--- src/rtl/gray2bin_tracker.sv ---
// gray2bin_tracker: receive side of a Gray-coded position path.
// The block synchronises gray_in, decodes it to binary, and checks that each
// change is a single-bit step. It keeps a signed up/down position and reports
// each step through a one-entry valid/ready output register.
// Optional build macro GRAY2BIN_ERRCNT_EN adds an 8-bit saturating count of
// illegal transitions (err_cnt).
//
// Handshake: an entry transfers on an edge where out_valid && out_ready.
// out_valid stays high, with stable out_bin/out_dir/out_pos, until that edge.
// A new event may load on the same edge that the previous entry is consumed.
module gray2bin_tracker #(
  parameter int WIDTH       = 4,
  parameter int POS_WIDTH   = 8,
  parameter int SYNC_STAGES = 2
) (
  input  logic                 clk,
  input  logic                 rst,
  input  logic [WIDTH-1:0]     gray_in,
  input  logic                 en,
  input  logic                 clear_err,
  input  logic                 out_ready,
  output logic                 out_valid,
  output logic [WIDTH-1:0]     out_bin,
  output logic                 out_dir,
  output logic [POS_WIDTH-1:0] out_pos,
  output logic [POS_WIDTH-1:0] pos,
  output logic                 err,
  output logic                 overflow,
`ifdef GRAY2BIN_ERRCNT_EN
  output logic [7:0]           err_cnt,
`endif
  output logic [1:0]           state
);

  typedef enum logic [1:0] {
    S_INIT  = 2'd0,
    S_TRACK = 2'd1,
    S_FAULT = 2'd2
  } state_t;

  localparam logic [WIDTH-1:0]     G_ONE = WIDTH'(1);
  localparam logic [POS_WIDTH-1:0] P_ONE = POS_WIDTH'(1);

  state_t               state_q, state_d;
  logic [WIDTH-1:0]     sync_q [SYNC_STAGES];
  logic [WIDTH-1:0]     g_s, g_prev, g_diff, bin_s, bin_prev;
  logic                 active, one_hot, step_ok, step_bad, step_dir;
  logic                 consume, can_load;
  logic [POS_WIDTH-1:0] pos_q, pos_step;

  function automatic logic [WIDTH-1:0] gray_to_bin(input logic [WIDTH-1:0] g);
    logic [WIDTH-1:0] b;
    b[WIDTH-1] = g[WIDTH-1];
    for (int i = WIDTH - 2; i >= 0; i--) b[i] = b[i+1] ^ g[i];
    return b;
  endfunction

  // Input synchroniser chain; it runs regardless of en and the FSM state.
  always_ff @(posedge clk) begin
    if (rst) begin
      for (int i = 0; i < SYNC_STAGES; i++) sync_q[i] <= '0;
    end else begin
      sync_q[0] <= gray_in;
      for (int i = 1; i < SYNC_STAGES; i++) sync_q[i] <= sync_q[i-1];
    end
  end

  assign g_s = sync_q[SYNC_STAGES-1];

  // Step classification: a legal step has exactly one differing bit. Direction
  // is up only when the new value is exactly the old value + 1 (with wrap).
  always_comb begin
    g_diff   = g_s ^ g_prev;
    bin_s    = gray_to_bin(g_s);
    bin_prev = gray_to_bin(g_prev);
    active   = en && (state_q == S_TRACK);
    one_hot  = (g_diff != '0) && ((g_diff & (g_diff - G_ONE)) == '0);
    step_ok  = active && one_hot;
    step_bad = active && (g_diff != '0) && !one_hot;
    step_dir = (bin_s == (bin_prev + G_ONE));
    pos_step = step_dir ? (pos_q + P_ONE) : (pos_q - P_ONE);
    consume  = out_valid && out_ready;
    can_load = !out_valid || out_ready;
  end

  // FSM state register.
  always_ff @(posedge clk) begin
    if (rst) state_q <= S_INIT;
    else     state_q <= state_d;
  end

  // FSM next state. Leaving FAULT goes through INIT so g_prev is resynced.
  always_comb begin
    state_d = state_q;
    case (state_q)
      S_INIT:  if (en)        state_d = S_TRACK;
      S_TRACK: if (step_bad)  state_d = S_FAULT;
      S_FAULT: if (clear_err) state_d = S_INIT;
      default:                state_d = S_INIT;
    endcase
  end

  // Datapath: reference Gray value, position, sticky flags and output entry.
  always_ff @(posedge clk) begin
    if (rst) begin
      g_prev    <= '0;
      pos_q     <= '0;
      err       <= 1'b0;
      overflow  <= 1'b0;
      out_valid <= 1'b0;
      out_bin   <= '0;
      out_dir   <= 1'b0;
      out_pos   <= '0;
    end else begin
      if (state_q == S_INIT && en) g_prev <= g_s;
      if (step_ok) begin
        g_prev <= g_s;
        pos_q  <= pos_step;
      end
      // A new error takes precedence over a clear arriving on the same edge.
      if (step_bad)       err <= 1'b1;
      else if (clear_err) err <= 1'b0;
      if (step_ok && !can_load) overflow <= 1'b1;
      else if (clear_err)       overflow <= 1'b0;
      if (step_ok && can_load) begin
        out_valid <= 1'b1;
        out_bin   <= bin_s;
        out_dir   <= step_dir;
        out_pos   <= pos_step;
      end else if (consume) begin
        out_valid <= 1'b0;
      end
    end
  end

`ifdef GRAY2BIN_ERRCNT_EN
  // Saturating count of illegal transitions; clear_err does not reset it.
  always_ff @(posedge clk) begin
    if (rst)                            err_cnt <= 8'd0;
    else if (step_bad && err_cnt != 8'hFF) err_cnt <= err_cnt + 8'd1;
  end
`endif

  assign pos   = pos_q;
  assign state = state_q;

endmodule

--- config.mk ---
export PLATFORM = sky130hd
export DESIGN_NAME = gray2bin_tracker
export DESIGN_NICKNAME = d
export VERILOG_FILES = /design/src/rtl/gray2bin_tracker.sv
export SDC_FILE = /design/constraint.sdc
export NUM_CORES = 1
export LEC_CHECK = 0
export CELL_PAD_IN_SITES_DETAIL_PLACEMENT = 1
export CELL_PAD_IN_SITES_GLOBAL_PLACEMENT = 1
export CORE_UTILIZATION = 39
export CTS_BUF_LIST = sky130_fd_sc_hd__clkbuf_16
export DETAILED_ROUTE_END_ITERATION = 16
export HOLD_SLACK_MARGIN = 0.05
export PLACE_DENSITY = 0.75
export SYNTH_ARGS = -nofsm -noshare
export SYNTH_HDL_FRONTEND = slang
export SYNTH_SLANG_ARGS = --single-unit
--- constraint.sdc ---
create_clock -name clk -period 4.2 [get_ports clk]
set_input_delay 0.42 -clock clk [delete_from_list [all_inputs] [get_ports clk]]
set_output_delay 0.42 -clock clk [all_outputs]
set_load 0.005 [all_outputs]
==> flow_results.org <==
** Worst setup path
- Following the worst setup path forward leads to its endpoint at pos[7].
- In this run the register-to-register setup slack is 0.83 ns.
- Cell type of the slowest stage on the worst timing path :: sky130_fd_sc_hd__o31ai_4
- The worst setup path is captured at a flip-flop.
- Number of cell instances on the worst register-to-register path :: 13
- Largest driver fanout on the critical path :: 9
- The startpoint identified for the worst register-to-register timing path is g_prev[3].
- The endpoint identified for the worst register-to-register timing path is pos[7].
- Worst Setup SP :: g_prev[3]
- Worst Setup Path Type :: flip-flop to flip-flop
- Startpoint kind of the worst setup timing path :: flip-flop
- CP Data Arrival Time :: between 3 and 4 ns
- At the worst endpoint, the required time is 4.37 ns.
- The largest single stage delay on the critical path is 0.53 ns.
- Traced cell by cell, the critical path runs through xor2_1 > ha_1 > xor2_1 > nor3_2 > o31ai_4 > ha_1 > a21o_1 > a21oi_1 > nand2_1 > a31oi_1 > xnor2_2 > and2b_1 > o21ai_2.

** Timing
- On the final layout, the worst hold slack is 0.4410 ns.
- Worst path setup slack after routing :: about 0.83 ns
- Max transition margin :: 0.5721
- Timing would allow up to 0.2969 GHz.
- Setup TNS :: 0 ns
- Setup repair after global routing left no endpoint under its margin.
- Pins Over Slew Limit :: 0
- Number of endpoints with negative hold slack in the final report :: 0
- Dividing the final minimum period by the clock period gives 0.8018.
- Final period demand of the worst path :: around 3.4 ns
- Slew at the pin with the worst max-slew slack :: 0.6398 ns
- Final-report setup violation count :: 0
- Clock skew on the completed layout was measured at 0.002639 ns.

** Clock tree
- TritonCTS clock tree :: built
- In this run, CTS created clock tree buffers numbering 5.
- Maximum number of buffers from clock root to sink :: 2
- Count of instances resized after the clock tree is built :: 0
- TritonCTS sink count :: 38
- Clock latency on the worst-skew pair, taken at its later pin, is between 0.2 and 0.3 ns.
- Clk slew on worst S/H paths :: 0.06 ns
- In this run the number of H-tree levels came out at 2.
- Buffers inserted to repair hold after CTS numbered 0.
- Post-CTS setup repair buffer count :: 0
- Clock root buffer :: sky130_fd_sc_hd__clkbuf_16

** Floorplan
- The floorplan has 25 rows.
- Starting density of the core :: 0.4079
- The core region is 4723 µm².
- The die covers approximately 5200 µm².
- Horizontal die dimension :: 72.29 µm
- From bottom edge to top edge, the die measures 72.29 µm.
- Count of boundary I/O pins :: 35

** Routing
- Total wirelength of the detailed-routed design :: 4381 µm
- DR WL/cell :: 14.51 µm
- Router iterations before antenna repair :: 3
- After the first detailed-routing iteration, the DRC count stood at 19.
- After detailed routing, the number of remaining DRC violations is 0.
- Using the TritonRoute via totals, the vias-per-cell ratio works out to 5.010.
- Vias :: 1513
- Antenna-violating nets left :: 0

** Placed design
- At the end of routability-driven placement, the weighted congestion stood at 0.8010.
- In this run the cell area measured after placement is 2282 µm².
- Buffers placed on the I/O ports in this run total 34.
- Detailed placement finished with a half-perimeter wire length of 3056 µm.
- Timing analysis after detailed placement gives a worst setup slack of about 0.84 ns.

** Logic synthesis
- Average instance area after synthesis :: 9.492 µm²
- Number of flops mapped to enable cells by yosys :: 0
- In this run, synthesis produced a sequential element count of 38.
- Number of nets in the synthesized netlist :: 220
- Of the synthesized area, sequential elements account for 0.3948.
- Dominant register cell in the synthesized netlist :: sky130_fd_sc_hd__dfxtp_1
- Yosys printed 0 warnings.
- Yosys attributes the largest share of cell area to sky130_fd_sc_hd__dfxtp_1 39%, sky130_fd_sc_hd__mux2i_1 5.2%, sky130_fd_sc_hd__a21oi_1 4.7%.
- Counting flops with an async set or reset pin after synthesis yields a share of 0.
- Synthesis produced 203 cells.
- In this run, distinct cell masters in the synthesized netlist total 45.
- Synthesized cell area :: between 1500 and 2000 µm²
- Library cell with the largest summed area after synthesis :: sky130_fd_sc_hd__dfxtp_1
- The share of synthesized area in the top cell type comes to 0.3948.

** Finish
- The number of antenna diodes in the final layout is 0.
- Relative to the synthesized area, the layout overhead comes to 28.25%.
- NumNets Final :: 251
- After routing the design area is 2471 µm².
- # fillers :: 543
- In the final layout, the share of cells above drive strength 1 is 0.09787.

** Status
- The run finished with clean final reports.

** Run
- Across the run, the number of max-cap violations was 0.

** Global route
- Across every metal layer, demand over resource in global routing totals 0.1820.
- The number of antenna violations at the first check in global routing was 0.
- Entering global routing, the biggest net connects 24 pins.
- Summed over all layers, the global routing overflow is 0.
- Vias in the first global route :: 1575
- Wire length of the first global-routing pass :: 7182 µm

** Power and ir drop
- The worst-case IR drop observed on VDD is about 0.00018 V.
- Power density cells :: around 430 nW/µm²
- In this run the static leakage power is about 1 nW.

** Worst hold path
- The min-delay analysis places its worst path in the category flip-flop to flip-flop.
- The startpoint identified for the worst hold timing path is sync_q[0][1].
-- power breakdown --
part	total (W)	internal [W]	switching (W)
logic	0.000178	0.0000885	0.0000898
clock network	0.000483	0.000338	0.000145
registers	0.000393	0.000377	0.0000154
total	0.00105	0.000804	0.000250
-- cells in the mapped netlist, types with 2 or more instances --
library cell	instances
sky130_fd_sc_hd__nand2b_1	4
sky130_fd_sc_hd__mux2i_1	10
sky130_fd_sc_hd__a21o_1	5
sky130_fd_sc_hd__inv_1	5
sky130_fd_sc_hd__xor2_1	6
sky130_fd_sc_hd__buf_6	3
sky130_fd_sc_hd__or3_1	2
sky130_fd_sc_hd__xnor2_1	7
sky130_fd_sc_hd__nand3_1	4
sky130_fd_sc_hd__nor3_1	3
sky130_fd_sc_hd__ha_1	7
sky130_fd_sc_hd__clkbuf_1	4
sky130_fd_sc_hd__xor2_2	2
sky130_fd_sc_hd__dfxtp_1	38
sky130_fd_sc_hd__a211oi_1	2
sky130_fd_sc_hd__nand2_1	22
sky130_fd_sc_hd__o21ai_0	2
sky130_fd_sc_hd__nor2_1	20
sky130_fd_sc_hd__nand3b_1	2
sky130_fd_sc_hd__xnor2_2	2
sky130_fd_sc_hd__nor2b_1	9
sky130_fd_sc_hd__nand4_1	2
sky130_fd_sc_hd__buf_4	3
sky130_fd_sc_hd__a21oi_1	18
-- placed cells by master, fill, tap and decap left out, types with 2 or more instances in the layout --
cell / n
sky130_fd_sc_hd__a211oi_1: 2
sky130_fd_sc_hd__a21o_1: 5
sky130_fd_sc_hd__a21oi_1: 18
sky130_fd_sc_hd__bufinv_16: 2
sky130_fd_sc_hd__clkbuf_16: 5
sky130_fd_sc_hd__clkdlybuf4s50_1: 34
sky130_fd_sc_hd__dfxtp_1: 38
sky130_fd_sc_hd__ha_1: 7
sky130_fd_sc_hd__inv_1: 5
sky130_fd_sc_hd__mux2i_1: 10
sky130_fd_sc_hd__nand2_1: 22
sky130_fd_sc_hd__nand2b_1: 4
sky130_fd_sc_hd__nand3_1: 4
sky130_fd_sc_hd__nand3b_1: 2
sky130_fd_sc_hd__nand4_1: 2
sky130_fd_sc_hd__nor2_1: 20
sky130_fd_sc_hd__nor2b_1: 9
sky130_fd_sc_hd__nor3_1: 3
sky130_fd_sc_hd__o21ai_0: 2
sky130_fd_sc_hd__or3_1: 2
sky130_fd_sc_hd__xnor2_1: 7
sky130_fd_sc_hd__xnor2_2: 2
sky130_fd_sc_hd__xor2_1: 6
sky130_fd_sc_hd__xor2_2: 2
-- sequential cells by signal (all words and copies together) (netlist names), 2 cells and up --
signal / flops
pos: 8
state: 2
sync_q: 8
g_prev: 4
out_pos: 8
out_bin: 4
-- metrics by stage --
stage / total power, W / cells / util
after floorplan: 0.0005251 / 203 / -
after global placement: 0.0005747 / 294 / 0.4832
after detailed placement: 0.0005790 / 294 / 0.4832
after CTS: 0.001068 / 302 / 0.5232
after global routing: 0.001102 / 302 / 0.5232
final: 0.001054 / 302 / 0.5232
-- worst min path at each step --
| stage | endpoint | slack, ns | cells after the start |
|---|---|---|---|
| global route | sync_q[0][6] | 0.46 | 1 |
| detailed placement | sync_q[0][5] | 0.44 | 1 |
| CTS | sync_q[0][5] | 0.45 | 1 |
| floorplan | sync_q[0][4] | 0.41 | 1 |
| global placement | sync_q[0][5] | 0.42 | 1 |
| finish | sync_q[0][5] | 0.44 | 1 |
-- critical path: cells and delay by family (launching register included) --
kind	cells	cell delay, ns
xor gates and xnor gates	3	0.62
AOI/OAI and AO/OA	5	1.16
adders and majority gates	2	0.71
DFF	1	0.44
and+or+nand+nor	3	0.33
-- cells by family (layout without fill, tap and decap cells) --
| kind of cell | after synthesis | in the layout | synth area share |
|---|---|---|---|
| XOR/XNOR | 17 | 17 | 0.09286 |
| AO/OA/AOI/OAI | 38 | 38 | 0.1435 |
| buffers and inverters | 16 | 48 | 0.04934 |
| AND/OR/NAND/NOR | 75 | 75 | 0.2065 |
| flip-flops | 38 | 38 | 0.3948 |
| multiplexers | 10 | 10 | 0.05195 |
| adder cells (fa/ha/maj) | 9 | 9 | 0.06104 |
-- final cells by class --
cell class	count	area [µm²]	area share
multi-input cells	149	1071	0.4334
repair buffers	35	347.8	0.1408
clock buffers	5	125.1	0.05063
flip-flops and latches	38	760.7	0.3078
inverters	5	18.77	0.007595
clock inverters	3	63.81	0.02582
well taps	67	83.83	0.03392
-- per-layer routing --
| layer | vias to the layer above | global-route usage | share of wire |
|---|---|---|---|
| li1 | 744 | - | - |
| met1 | 739 | 0.2043 | 0.45 |
| met2 | 23 | 0.3344 | 0.51 |
| met3 | 7 | 0.03750 | 0.023 |
| met4 | 0 | 0.07190 | 0.017 |
| met5 | - | 0 | 0 |
Note: power is estimated with default switching activity, not from simulation.
